[src/rtl/round_robin_arbiter_lock_if.sv]
// Request/grant bundle between the switch-control FSM (master) and the round-robin arbiter (slave).
`ifndef NPORT
`define NPORT 5
`endif

interface round_robin_arbiter_lock_if #(
    parameter int SIZE  = `NPORT,
    parameter int IDX_W = $clog2(SIZE)
);
    logic [SIZE-1:0]  requests;
    logic [SIZE-1:0]  mask;
    logic             enable;
    // 'release' is a reserved word in SystemVerilog, hence the longer name.
    logic             releaseGrant;
    logic [SIZE-1:0]  grant;
    logic [IDX_W-1:0] selectedOutput;
    logic             isOutputSelected;

    modport master (
        output requests, mask, enable, releaseGrant,
        input  grant, selectedOutput, isOutputSelected
    );

    modport slave (
        input  requests, mask, enable, releaseGrant,
        output grant, selectedOutput, isOutputSelected
    );
endinterface

[src/rtl/round_robin_arbiter_lock.sv]
// Round-robin arbiter that locks the winning port until an explicit release,
// with masked ports and same-cycle handover on release.
`ifndef NPORT
`define NPORT 5
`endif

module round_robin_arbiter_lock #(
    parameter int SIZE = `NPORT
) (
    input  logic                          clock,
    input  logic                          reset,
    round_robin_arbiter_lock_if.slave     bus
);
    localparam int IDX_W = $clog2(SIZE);

    typedef enum logic {IDLE, GRANTED} state_t;

    state_t           r_state;
    state_t           w_nextState;
    logic [IDX_W-1:0] r_lastport;
    logic [IDX_W-1:0] w_nextLastport;
    logic [IDX_W-1:0] w_winner;
    logic             w_found;
    logic [SIZE-1:0]  w_elig;
    int               w_dist;
    int               w_bestDist;

    assign w_elig = bus.requests & ~bus.mask;

    // Distance 0 is the port right after lastport; lastport itself is SIZE-1, so it is checked last.
    always_comb begin
        w_found    = 1'b0;
        w_winner   = '0;
        w_dist     = 0;
        w_bestDist = SIZE;
        for (int p = 0; p < SIZE; p++) begin
            w_dist = (p + SIZE - 1 - int'(r_lastport)) % SIZE;
            if (w_elig[p] && (w_dist < w_bestDist)) begin
                w_bestDist = w_dist;
                w_winner   = IDX_W'(p);
                w_found    = 1'b1;
            end
        end
    end

    always_comb begin
        w_nextState    = r_state;
        w_nextLastport = r_lastport;
        case (r_state)
            IDLE: begin
                if (bus.enable && w_found) begin
                    w_nextState    = GRANTED;
                    w_nextLastport = w_winner;
                end
            end
            GRANTED: begin
                if (bus.releaseGrant) begin
                    if (bus.enable && w_found) begin
                        w_nextLastport = w_winner;
                    end else begin
                        w_nextState = IDLE;
                    end
                end
            end
        endcase
    end

    always_ff @(posedge clock) begin
        if (!reset) begin
            r_state    <= IDLE;
            r_lastport <= IDX_W'(SIZE - 1);
        end else begin
            r_state    <= w_nextState;
            r_lastport <= w_nextLastport;
        end
    end

    // While granted, lastport always names the owner, so outputs decode from registers only.
    always_comb begin
        bus.grant            = '0;
        bus.selectedOutput   = '0;
        bus.isOutputSelected = 1'b0;
        if (r_state == GRANTED) begin
            bus.grant            = SIZE'(1) << r_lastport;
            bus.selectedOutput   = r_lastport;
            bus.isOutputSelected = 1'b1;
        end
    end
endmodule

[src/flat_wrapper.sv]
// flat-port wrapper written by rule: the top's interface ports become plain ports
module round_robin_arbiter_lock_flat 
#(
    parameter int SIZE = `NPORT
)
  (clock, reset, bus_requests, bus_mask, bus_enable, bus_releaseGrant, bus_grant, bus_selectedOutput, bus_isOutputSelected);
  round_robin_arbiter_lock_if #(.SIZE(SIZE)) bus_i ();
  input  logic clock;
  input  logic reset;
  input wire logic [$bits(bus_i.requests)-1:0] bus_requests;
  input wire logic [$bits(bus_i.mask)-1:0] bus_mask;
  input wire logic [$bits(bus_i.enable)-1:0] bus_enable;
  input wire logic [$bits(bus_i.releaseGrant)-1:0] bus_releaseGrant;
  output wire logic [$bits(bus_i.grant)-1:0] bus_grant;
  output wire logic [$bits(bus_i.selectedOutput)-1:0] bus_selectedOutput;
  output wire logic [$bits(bus_i.isOutputSelected)-1:0] bus_isOutputSelected;
  assign bus_i.requests = bus_requests;
  assign bus_i.mask = bus_mask;
  assign bus_i.enable = bus_enable;
  assign bus_i.releaseGrant = bus_releaseGrant;
  assign bus_grant = bus_i.grant;
  assign bus_selectedOutput = bus_i.selectedOutput;
  assign bus_isOutputSelected = bus_i.isOutputSelected;
  round_robin_arbiter_lock #(.SIZE(SIZE)) u_core (.clock(clock), .reset(reset), .bus(bus_i));
endmodule
[config.mk]
export PLATFORM = sky130hd
export DESIGN_NAME = round_robin_arbiter_lock_flat
export DESIGN_NICKNAME = d
export VERILOG_FILES = /design/src/rtl/round_robin_arbiter_lock_if.sv /design/src/rtl/round_robin_arbiter_lock.sv /design/src/flat_wrapper.sv
export SDC_FILE = /design/constraint.sdc
export NUM_CORES = 1
export LEC_CHECK = 0
export CAP_MARGIN = 20
export CORE_MARGIN = 10
export CORE_UTILIZATION = 45
export CTS_BUF_LIST = sky130_fd_sc_hd__clkbuf_8 sky130_fd_sc_hd__clkbuf_16
export DETAILED_ROUTE_END_ITERATION = 8
export PLACE_DENSITY = 0.7
export SYNTH_ARGS = -nofsm -noshare
export SYNTH_HDL_FRONTEND = slang
export SYNTH_SLANG_ARGS = --single-unit
[constraint.sdc]
create_clock -name clock -period 15.6 [get_ports clock]
set_clock_uncertainty 0.2 [all_clocks]
set_input_delay 3.12 -clock clock [delete_from_list [all_inputs] [get_ports clock]]
set_output_delay 3.12 -clock clock [all_outputs]
set_load 0.05 [all_outputs]
== Word-level counts from Yosys, hierarchy flattened ==
Cells that the tools add are included.

* $add $sub $neg: 5
* Div/mod/pow operators: 5
* Order comparisons: 5
* Equality and inequality tests: 1
* Shifts and indexed selects: 1
* Multiplexer cells: 22
* Bitwise logic cells: 3
* Reductions and logical operators: 6

{| class="wikitable"
|+ Operators by type and width
! cell !! number
|-
| modulo 32 x 4 -> 32 bit, second input constant || 5
|-
| < comparator 32 bit || 4
|-
| 2-to-1 mux 32 bit || 4
|-
| < comparator 32 x 4 -> 1 bit, second input constant || 1
|-
| subtractor 3 x 3 -> 4 bit, first input constant || 4
|-
| 2-to-1 mux 3 bit || 4
|-
| 2-to-1 mux 1 bit || 9
|-
| logical AND 1 bit || 6
|-
| one-hot mux 3 bit (2 select lines) || 1
|-
| AND 5 bit || 1
|-
| 2-to-1 mux 5 bit || 1
|-
| NOT 5 bit || 1
|-
| left shift 1 x 3 -> 5 bit, first input constant || 1
|-
| subtractor 4 x 3 -> 5 bit, first input constant || 1
|-
| 2-to-1 mux 2 bit || 2
|-
| != test 2 bit, second input constant || 1
|-
| one-hot mux 1 bit (2 select lines) || 1
|-
| NOT 1 bit || 1
|}

* Register bits after elaboration: 4
* Bits of input ports: 14
* Output and inout port bits: 9
* Logic and storage cells: 50

== Depth between registers and ports, before layout ==
* Depth after elaboration: 21
* Mapped depth: 84
* Gate-level depth less buffers: 74

== Worst setup path before layout ==
No wires, ideal clock.

* Path kind: flip-flop to flip-flop
* Start point: register u_core.r_lastport[0]
* End point: register u_core.r_lastport[0]
* Library setup time: 123 ps
* Data arrival time: 14,380 ps
* Data required time: 15,277 ps
* Setup slack: 897 ps
* Stages on the path, launching flop included: 83
* Path buffers: 12
* Cell sequence: dfxtp_1 buf_6 buf_6 clkbuf_1 clkbuf_1 inv_1 ha_1 ha_1 inv_2 a31oi_4 nor2_1 inv_2 ha_1 nor2_1 a21oi_1 a21oi_1 xnor2_1 ha_1 (+47 left out) o22ai_4 buf_4 mux2_2 ha_1 a21oi_1 nor2b_1 o21ai_0 nand2b_1 a21oi_1 nor2b_1 o21ai_0 nand2b_1 a21oi_1 or3_1 and3_1 o31ai_1 o2111a_1 a211oi_1

* Word-level cells in the longest chain between the ends: 21

{| class="wikitable"
|+ Ends and longest elaborated chain
! element !! RTL line !! source
|-
| from (decl) || round_robin_arbiter_lock.sv:20 || <nowiki>logic [IDX_W-1:0] r_lastport;</nowiki>
|-
| from (signal assigned) || round_robin_arbiter_lock.sv:71 || <nowiki>r_lastport <= IDX_W'(SIZE - 1);</nowiki>
|-
| from (signal assigned) || round_robin_arbiter_lock.sv:74 || <nowiki>r_lastport <= w_nextLastport;</nowiki>
|-
| subtractor 3 x 3 -> 4 bit || round_robin_arbiter_lock.sv:37 || <nowiki>w_dist = (p + SIZE - 1 - int'(r_lastport)) % SIZE;</nowiki>
|-
| modulo 32 x 4 -> 32 bit || round_robin_arbiter_lock.sv:37 ||
|-
| < comparator 32 x 4 -> 1 bit || round_robin_arbiter_lock.sv:38 || <nowiki>if (w_elig[p] && (w_dist < w_bestDist)) begin</nowiki>
|-
| logical AND 1 bit || round_robin_arbiter_lock.sv:38 ||
|-
| 2-to-1 mux 32 bit || round_robin_arbiter_lock.sv:38 ||
|-
| < comparator 32 bit || round_robin_arbiter_lock.sv:38 ||
|-
| logical AND 1 bit || round_robin_arbiter_lock.sv:38 ||
|-
| 2-to-1 mux 32 bit || round_robin_arbiter_lock.sv:38 ||
|-
| (+5 left out) || n/a ||
|-
| 2-to-1 mux 32 bit || round_robin_arbiter_lock.sv:38 ||
|-
| < comparator 32 bit || round_robin_arbiter_lock.sv:38 ||
|-
| logical AND 1 bit || round_robin_arbiter_lock.sv:38 ||
|-
| 2-to-1 mux 1 bit || round_robin_arbiter_lock.sv:38 ||
|-
| logical AND 1 bit || round_robin_arbiter_lock.sv:51, round_robin_arbiter_lock.sv:58 ||
|-
| 2-to-1 mux 3 bit * || round_robin_arbiter_lock.sv:51, round_robin_arbiter_lock.sv:58 ||
|-
| 2-to-1 mux 3 bit || round_robin_arbiter_lock.sv:57 || <nowiki>if (bus.releaseGrant) begin</nowiki>
|-
| one-hot mux 3 bit (2 select lines) * || round_robin_arbiter_lock.sv:49 || <nowiki>case (r_state)</nowiki>
|}

Every way passes the cells marked *; elsewhere a longest branch is shown, timed or not. The select of a mux whose other input is x is not followed.
A chain may end at the register's enable or synchronous reset.

== Worst setup path after layout ==
* Start point: register u_core.r_lastport[2]
* End point: register u_core.r_lastport[0]

The elaborated chain is that of the path after synthesis.

==> results.json <==
{
  "path_buf_inv": 4,
  "drt-total-wl_um": 19900,
  "core_area_mm2": 0.0160,
  "antennaDiodeCount": 0,
  "cts_tree": "built",
  "grt_first_pass_wirelength_um": 33200,
  "routedWlPerCell_um": 16.4,
  "max_slew_margin_pct": 31.2,
  "synth_warnings": 0,
  "die_y_um": 148,
  "grt_max_degree": 42,
  "cts.sinks": 4,
  "num_vias": 7251,
  "syn_area_mm2": 0.00739,
  "synth_area_leaders": "ha_1 (26%), mux2_2 (8.8%), mux2i_1 (4.5%), a21oi_1 (4.4%), nand2_1 (4.3%)",
  "crit_path_start_kind": "flip-flop",
  "die_x_um": 148,
  "postRouteAntennaNets": 0,
  "cp_max_fo": 33,
  "synth-seq-area-share_pct": 1.08,
  "routabilityCongestion": 0.956,
  "cts.clk_slew.worst_paths_ps": 30,
  "ys_types": 88,
  "dr.pass1.iters": 5,
  "cp-end-kind": "flip-flop",
  "dieArea_mm2": 0.0219,
  "start_util_pct": 46.2,
  "yosysMostFrequentCell": "ha_1",
  "area_growth_pct": 8.25,
  "antenna_found_initial": 0,
  "portBuffers": 22,
  "critical_path_required_ps": 15500,
  "grt_use_total_pct": 17.3,
  "rows": 46,
  "setup_viol": 0,
  "cpLargestDelayFamily": "compound AO/OA/AOI/OAI gates",
  "synth_cells": 994,
  "place_area_mm2": 0.00779,
  "post-synth-top-area-cell": "ha_1",
  "fmax_mhz": 69.0,
  "dpl.hpwl_um": 15400,
  "synth_commonest_cells": "ha_1 (152), nand2_1 (84), nor2_1 (71)",
  "drt-initial-drc-count": 417,
  "synth_edf_count": 0,
  "synth_ff_type": "dfxtp_1",
  "synth_top_area_share_pct": 25.7,
  "num_io_pins": 23,
  "fin_crit_ps": 14500,
  "grt-ovfl-total": 0,
  "drc": 0,
  "place_ws_ps": 90.9,
  "avgSynthCellArea_um2": 7.43,
  "maxCapViolations": 0,
  "crit_slowest_cell": "nor4bb_1",
  "cts_root_buf": "clkbuf_16",
  "whs_ps": 502,
  "cts.hold.buffers_added": 0,
  "cp.arrival_ps": 14400,
  "async_flop_share_pct": 0,
  "htreeDepth": 1,
  "worstHoldPathType": "reg -> reg",
  "synth_nets": 1160,
  "grt_pass1_vias": 6838,
  "ys_ff_latch": 4,
  "finalMaxSlewViolations": 0,
  "final_util_pct": 50.0,
  "cts_inserted_buffers": 3,
  "worst-setup-path-type": "reg -> reg",
  "finalInstanceArea_mm2": 0.00800,
  "max_stage_delay_ps": 500,
  "worstMarginPinSlew_ps": 1030,
  "drt-vias-per-instance": 5.99,
  "hold_violations": 0,
  "status": "completed",
  "final.setup.worst_slack_ps": 1100,
  "drive_gt1_share_pct": 13.2,
  "period_share_pct": 92.9,
  "worstSkewPairLatency_ps": 220,
  "nets": 1162,
  "clock_path_buffers": 2
}
==> registers in the layout, summed over array words and instances, names as in the netlist <==
name	flops
u_core.r_lastport	3
u_core.r_state	1
==> worst reg2reg max path, delay by kind of cell (launching register included) <==
kind	cells	cell delay (ps)
compound gates	32	5810
xor+xnor	2	440
fa+ha+maj	7	2030
buf+inv	4	580
flops	1	310
mux	4	1210
simple gates	22	3810
==> stage by stage <==
stage | cells | setup TNS, ps
after detailed placement | 1203 | 0
after CTS | 1206 | 0
after floorplan | 994 | 0
final | 1210 | 0
after global routing | 1210 | -21.1
after global placement | 1203 | 0
==> path summary, 6_finish.rpt <==
check,depth (start not counted),endpoint,slack (ps),from
worst max register to register,71,u_core.r_lastport[0]$_SDFFE_PN0P_,1100,u_core.r_lastport[2]$_SDFFE_PN1P_
worst min-delay path,2,u_core.r_state$_SDFF_PN0_,500,u_core.r_state$_SDFF_PN0_
worst max-delay path,71,u_core.r_lastport[0]$_SDFFE_PN0P_,1100,u_core.r_lastport[2]$_SDFFE_PN1P_
worst min register to register,2,u_core.r_state$_SDFF_PN0_,500,u_core.r_state$_SDFF_PN0_
==> cells by family (layout without fill, tap and decap cells) <==
kind of cell / Yosys count / after routing / share of synthesized area [%]
buf+inv: 126 / 124 / 7.39
simple gates: 311 / 311 / 21.7
flops: 4 / 4 / 1.08
xor+xnor: 39 / 39 / 4.73
fa+ha+maj: 152 / 152 / 25.7
compound gates: 266 / 268 / 25.1
mux: 96 / 96 / 14.3
==> layer usage <==
layer / global-route usage [%] / vias to the layer above / share of wire [%]
met3: 1.21 / 26 / 3.9
met5: 0 / - / 0
met1: 23.2 / 3391 / 48
met4: 2.92 / 0 / 1.2
li1: - / 3672 / -
met2: 29.8 / 162 / 47
==> layout make-up <==
| type | count | area, µm² |
|---|---|---|
| inverter | 73 | 274 |
| timing repair buffer | 48 | 440 |
| tap | 216 | 270 |
| sequential | 4 | 80.1 |
| fill | 1652 | 8010 |
| multi-input combinational | 866 | 6860 |
| clock buffer | 3 | 75.1 |
==> timing repair <==
item,in CTS,in global routing
setup buffers,0,2
gates resized for setup,0,26
setup endpoints to repair,0,4
==> layout by cell type (no fill, tap or decap), drive strengths merged, types with 15 or more instances in the layout <==
| cell type | count |
|---|---|
| a21o | 41 |
| nand2 | 84 |
| buf | 26 |
| nand4 | 21 |
| o21ai | 53 |
| nor3 | 15 |
| nand3 | 27 |
| mux2i | 34 |
| and2 | 16 |
| nor2 | 72 |
| xnor2 | 31 |
| nor2b | 22 |
| clkdlybuf4s50 | 22 |
| mux2 | 62 |
| inv | 72 |
| a21oi | 65 |
| ha | 152 |
Power is left out: the tool's default activity adds up to more than one toggle a clock period on the data nets, which glitch-free logic cannot reach.
